File: config.mk
export PLATFORM = sky130hd
export DESIGN_NAME = mem_wb_elastic_reg
export DESIGN_NICKNAME = d
export VERILOG_FILES = /design/src/rtl/mem_wb_elastic_reg.sv
export SDC_FILE = /design/constraint.sdc
export NUM_CORES = 1
export LEC_CHECK = 0
export CAP_MARGIN = 10
export CORE_MARGIN = 2
export CORE_UTILIZATION = 35
export CTS_BUF_LIST = sky130_fd_sc_hd__clkbuf_8 sky130_fd_sc_hd__clkbuf_16
export CTS_CLUSTER_SIZE = 10
export DETAILED_ROUTE_END_ITERATION = 8
export MAX_ROUTING_LAYER = met4
export PLACE_DENSITY_LB_ADDON = 0.25
export SETUP_SLACK_MARGIN = 0.02
export SYNTH_ARGS = -nofsm -noshare
export SYNTH_HDL_FRONTEND = slang
export SYNTH_SLANG_ARGS = --single-unit
File: constraint.sdc
create_clock -name CLK -period 2 [get_ports CLK]
set_input_delay 0.4 -clock CLK [delete_from_list [all_inputs] [get_ports CLK]]
set_output_delay 0.4 -clock CLK [all_outputs]
set_load 0.02 [all_outputs]
File: src/rtl/mem_wb_elastic_reg.sv
// MEM->WB pipeline register with optional two-entry skid buffer.
// Head drives the W outputs; skid catches one extra payload while WB stalls.
module mem_wb_elastic_reg #(
  parameter int XLEN      = 32,
  parameter int RF_ADDR_W = 5,
  parameter bit SKID_EN   = 1'b1
) (
  input  logic                 CLK,
  input  logic                 RST_N,
  input  logic                 ValidM,
  output logic                 ReadyM,
  input  logic                 RegWriteM,
  input  logic [1:0]           ResultSrcM,
  input  logic [XLEN-1:0]      ALUResultM,
  input  logic [XLEN-1:0]      ReadDataM,
  input  logic [RF_ADDR_W-1:0] RdM,
  input  logic [XLEN-1:0]      PCPlus4M,
  input  logic                 FlushW,
  input  logic                 ReadyW,
  output logic                 ValidW,
  output logic                 RegWriteW,
  output logic [1:0]           ResultSrcW,
  output logic [XLEN-1:0]      ALUResultW,
  output logic [XLEN-1:0]      ReadDataW,
  output logic [RF_ADDR_W-1:0] RdW,
  output logic [XLEN-1:0]      PCPlus4W,
  output logic [1:0]           Occupancy,
  output logic [7:0]           FlushCnt
);

  typedef struct packed {
    logic                 reg_write;
    logic [1:0]           result_src;
    logic [XLEN-1:0]      alu_result;
    logic [XLEN-1:0]      read_data;
    logic [RF_ADDR_W-1:0] rd;
    logic [XLEN-1:0]      pc_plus4;
  } payload_t;

  payload_t   in_pl, head, skid;
  logic       head_v, skid_v;
  logic [7:0] flush_cnt;
  logic       acc, pop;

  assign in_pl = '{reg_write:  RegWriteM,
                   result_src: ResultSrcM,
                   alu_result: ALUResultM,
                   read_data:  ReadDataM,
                   rd:         RdM,
                   pc_plus4:   PCPlus4M};

  assign acc = ValidM & ReadyM;
  assign pop = head_v & ReadyW;

  generate
    if (SKID_EN) begin : g_skid_rdy
      // Depends only on the skid flop; RST_N gating holds it low during reset
      // yet lets the first edge after release accept.
      assign ReadyM = RST_N & ~skid_v;
    end else begin : g_pass_rdy
      assign ReadyM = ~head_v | ReadyW;
    end
  endgenerate

  always_ff @(posedge CLK or negedge RST_N) begin
    if (!RST_N) begin
      head_v    <= 1'b0;
      skid_v    <= 1'b0;
      head      <= '0;
      skid      <= '0;
      flush_cnt <= '0;
    end else if (FlushW) begin
      head_v <= 1'b0;
      skid_v <= 1'b0;
      if ((head_v || skid_v) && flush_cnt != 8'hFF)
        flush_cnt <= flush_cnt + 8'd1;
    end else if (!head_v || pop) begin
      // Head is free this edge: older skid entry wins over a new accept.
      if (skid_v) begin
        head   <= skid;
        head_v <= 1'b1;
        skid_v <= acc;
        if (acc) skid <= in_pl;
      end else begin
        head_v <= acc;
        if (acc) head <= in_pl;
      end
    end else if (acc && SKID_EN) begin
      skid   <= in_pl;
      skid_v <= 1'b1;
    end
  end

  assign ValidW     = head_v;
  assign RegWriteW  = head.reg_write & head_v & (head.rd != '0);
  assign ResultSrcW = head.result_src;
  assign ALUResultW = head.alu_result;
  assign ReadDataW  = head.read_data;
  assign RdW        = head.rd;
  assign PCPlus4W   = head.pc_plus4;
  assign Occupancy  = {1'b0, head_v} + {1'b0, skid_v};
  assign FlushCnt   = flush_cnt;

endmodule

==> out/results.ini <==
[floorplan]
placementRows=62
fp.dieW_microns=174.3
fp.coreArea_sq_mm=0.02863
initial_core_util_pct=35.44
design.die.area_sq_mm=0.03037
ios=225
die_span_y_microns=174.3

[critical_path]
buf_inv_stages_crit_path=1
cp_slowest_stage_delay_ps=380
critical_path.max_fanout=2
setup.worst_path.start_class=flop
critical_path_depth=3
worstRegToRegCells=6
worst_path_max_delay_cell=sky130_fd_sc_hd__or3_1
endpoint_kind=primary output
crit_chain=or3_1 -> o311a_1 -> buf_6
cp.required_ps=1600
setup.worst_path.class=reg2out
critPathTopFamily=simple AND/OR/NAND/NOR gates
critical_path_arrival_ps=1710

[grt]
use_met3_pct=3.893
use_met1_pct=19.91
grt_first_pass_wirelength_mm=35.60
grt.total_usage_pct=14.77
grt-ovfl-total=0
grt_max_degree=123
first_global_vias=6393
grt-busiest-layer=met2
gr-usage-met2_pct=22.30
grt_antenna_before_repair=0

[finish]
fin_util_pct=45.79
design_area_sq_mm=0.01311
areaGrowthSynthToFinish_pct=29.19
multi_input_comb_area_sq_mm=0.003646
final_layout_size_suffix_gt1_share_pct=18.74
antenna_cells=0
nNetsFinal=1084
fillCellCount=2607
ff_latch_area_sq_mm=0.005460

[timing]
rsz_0062_raised_after_global_routing=yes
report.final.setup_viol=1
hold_ws_ps=-84.63
tightest_slew_ps=777.9
fmax_mhz=474.3
period_share_pct=105.4
fin_setup_tns_ps=-108.2
final.setup_skew_ps=5.123
hold_viol=25
setup_ws_ps=-108.2
timing.final.crit_period_ps=2108
worst_relative_slew_slack_pct=48.14
drv_slew=0

[synth]
post_synth_and_or_nand_nor_area_fraction_pct=5.155
syn-cell-area_sq_mm=0.01015
dominant_combinational_cell_family_by_area_after_synthesis=multiplexers
syn-instance-count=827
synth_nets=939
synth_top_cell_by_area=sky130_fd_sc_hd__dfrtp_1
yosys_warnings=0
adder_and_majority_cell_fraction_of_the_synthesized_area_pct=0.3700
yosysMostFrequentCell=sky130_fd_sc_hd__dfrtp_1
yosysTopAreaCellShare_pct=53.77
synth_mux_area_share_pct=24.36
synthTopCellsByCount=sky130_fd_sc_hd__dfrtp_1 (218), sky130_fd_sc_hd__a21oi_1 (108), sky130_fd_sc_hd__buf_4 (108), sky130_fd_sc_hd__nor2_1 (108), sky130_fd_sc_hd__mux2i_1 (104)
unique_cell_type_count_in_the_yosys_netlist=28
ys_top_cells_by_area=sky130_fd_sc_hd__dfrtp_1 (54%), sky130_fd_sc_hd__mux2i_1 (10%), sky130_fd_sc_hd__mux2_4 (8.9%), sky130_fd_sc_hd__buf_4 (8.0%), sky130_fd_sc_hd__a21oi_1 (5.3%)
synth_seq_area_share_pct=53.77
synth-main-ff-cell=sky130_fd_sc_hd__dfrtp_1
synth_compound_gate_area_share_pct=5.660
postSynth.asyncResetShare_pct=100.0
synth_edf_count=0
post_synth_xor_area_fraction_pct=0.2590
synthesis.area_per_instance_sq_um=12.27
yosys_register_bits=218

[clock_tree]
clock_sinks=218
cts_tree=built
cts.path.max_buffers=3
cts_root_buffer=sky130_fd_sc_hd__clkbuf_16
worst_setup_hold_path_clk_slew_ps=60
htree_levels=1
tritoncts.num_buffers=26
insertion_delay_ps=510

[worst_hold_path]
hp-class=in2async

[drt]
aggregate_routed_wire_length_mm=21.86
firstDrtPassIters=4
detail-route-antenna-nets=0
wl_per_cell_microns=16.00
detail_route.vias_per_cell=4.578
detailroute.via_count=6253
drc_errors=0
detail_route.iter0.violations=303

[placed_design]
hpwl_mm=14.59
place_area_sq_mm=0.01235
number_of_buffer_cells_added_on_primary_ports=224
gp_congestion=0.7648

[run]
timing.max_cap.violations=0

[power_and_ir_drop]
power.ir.vdd_worst_uv=562.3
power.leakage_nw=5.718
power_per_cell_area_mw_per_mm2=973.0

[run_status]
run_status=finished with violations
violations_in_the_final_reports=hold timing, setup timing

[sequential cells by signal, summed over array words and instances (netlist names), 2 cells and up]
| register | cells |
|---|---|
| skid | 104 |
| ALUResultW | 32 |
| PCPlus4W | 32 |
| ReadDataW | 32 |
| FlushCnt | 8 |
| RdW | 5 |
| ResultSrcW | 2 |
[cells in the final DEF, fill, tap and decap left out, types with 2 or more instances in the layout]
| master | count |
|---|---|
| sky130_fd_sc_hd__nand4_1 | 2 |
| sky130_fd_sc_hd__buf_4 | 23 |
| sky130_fd_sc_hd__nor3_1 | 2 |
| sky130_fd_sc_hd__mux2_4 | 60 |
| sky130_fd_sc_hd__ha_1 | 3 |
| sky130_fd_sc_hd__xnor2_1 | 2 |
| sky130_fd_sc_hd__o311a_1 | 2 |
| sky130_fd_sc_hd__mux2i_1 | 104 |
| sky130_fd_sc_hd__mux2_2 | 47 |
| sky130_fd_sc_hd__clkdlybuf4s50_1 | 206 |
| sky130_fd_sc_hd__buf_12 | 18 |
| sky130_fd_sc_hd__nor2b_1 | 2 |
| sky130_fd_sc_hd__nor2_1 | 108 |
| sky130_fd_sc_hd__dlymetal6s2s_1 | 4 |
| sky130_fd_sc_hd__clkbuf_16 | 27 |
| sky130_fd_sc_hd__dfrtp_1 | 216 |
| sky130_fd_sc_hd__nand2b_1 | 2 |
| sky130_fd_sc_hd__nand2_1 | 5 |
| sky130_fd_sc_hd__dlygate4sd2_1 | 11 |
| sky130_fd_sc_hd__a21oi_1 | 108 |
| sky130_fd_sc_hd__inv_1 | 13 |
[worst paths after layout]
| kind | start | endpoint | slack, ps |
|---|---|---|---|
| setup / recovery | RdW[1] | RegWriteW | -110 |
| hold reg to reg | skid[88] | skid[88] | 500 |
| min in group CLK | RST_N | ValidW | 390 |
| hold / removal | RST_N | FlushCnt[1] | -80 |
| max in group asynchronous | RST_N | PCPlus4W[14] | 830 |
| setup reg to reg | skid_v | skid[15] | 250 |
[worst reg2reg max path: cells and delay by family, from the launching register on]
family        cells  cell delay (ps)
buf+inv           3              530
flops             1              490
simple gates      2              300
mux               1              300
[area by class of cell]
cell class / instances / share of cell area (%)
clock inverters: 10 / 0.2864
repair buffers: 266 / 21.23
well taps: 384 / 3.666
inverters: 3 / 0.08591
multi-input cells: 457 / 27.82
flip-flops and latches: 218 / 41.66
clock buffers: 28 / 5.260
[power breakdown]
group	internal, mW	switching (mW)	total [mW]
Clock	2.41	1.70	4.11
Combinational	1.61	1.35	2.96
Sequential	5.21	0.477	5.68
Total	9.23	3.52	12.8
[kinds of logic (layout without fill, tap and decap cells)]
group,after synthesis,in the layout
adder cells (fa/ha/maj),3,3
buffers and inverters,152,307
XOR/XNOR,3,3
multiplexers,211,211
flip-flops,218,218
AO/OA/AOI/OAI,112,112
AND/OR/NAND/NOR,128,128
[routing by layer]
metal	part of all wire, %	vias up	wire (microns)
li1	-	3015	-
met1	46	3042	10070
met2	46	162	10050
met3	6.0	34	1304
met4	2.0	0	435
met5	0	-	0
[timing repair]
| action | CTS | global route |
|---|---|---|
| hold buffers | 1 | 0 |
| endpoints found under the hold margin | 32 | 0 |
| cloned | 0 | 0 |
| setup buffers | 2 | 1 |
| endpoints found under the setup margin | 14 | 6 |
| gates resized for setup | 22 | 5 |
[metrics by stage]
step	cells	power, mW	setup slack [ps]
2_1_floorplan	827	7.746	51.66
3_3_place_gp	1324	8.708	-69.16
3_5_place_dp	1324	8.758	-83.94
4_1_cts	1365	12.98	-133.4
5_1_grt	1366	13.43	-208.8
6_report	1366	12.75	-108.2
Power figures use the tool's default switching activity.
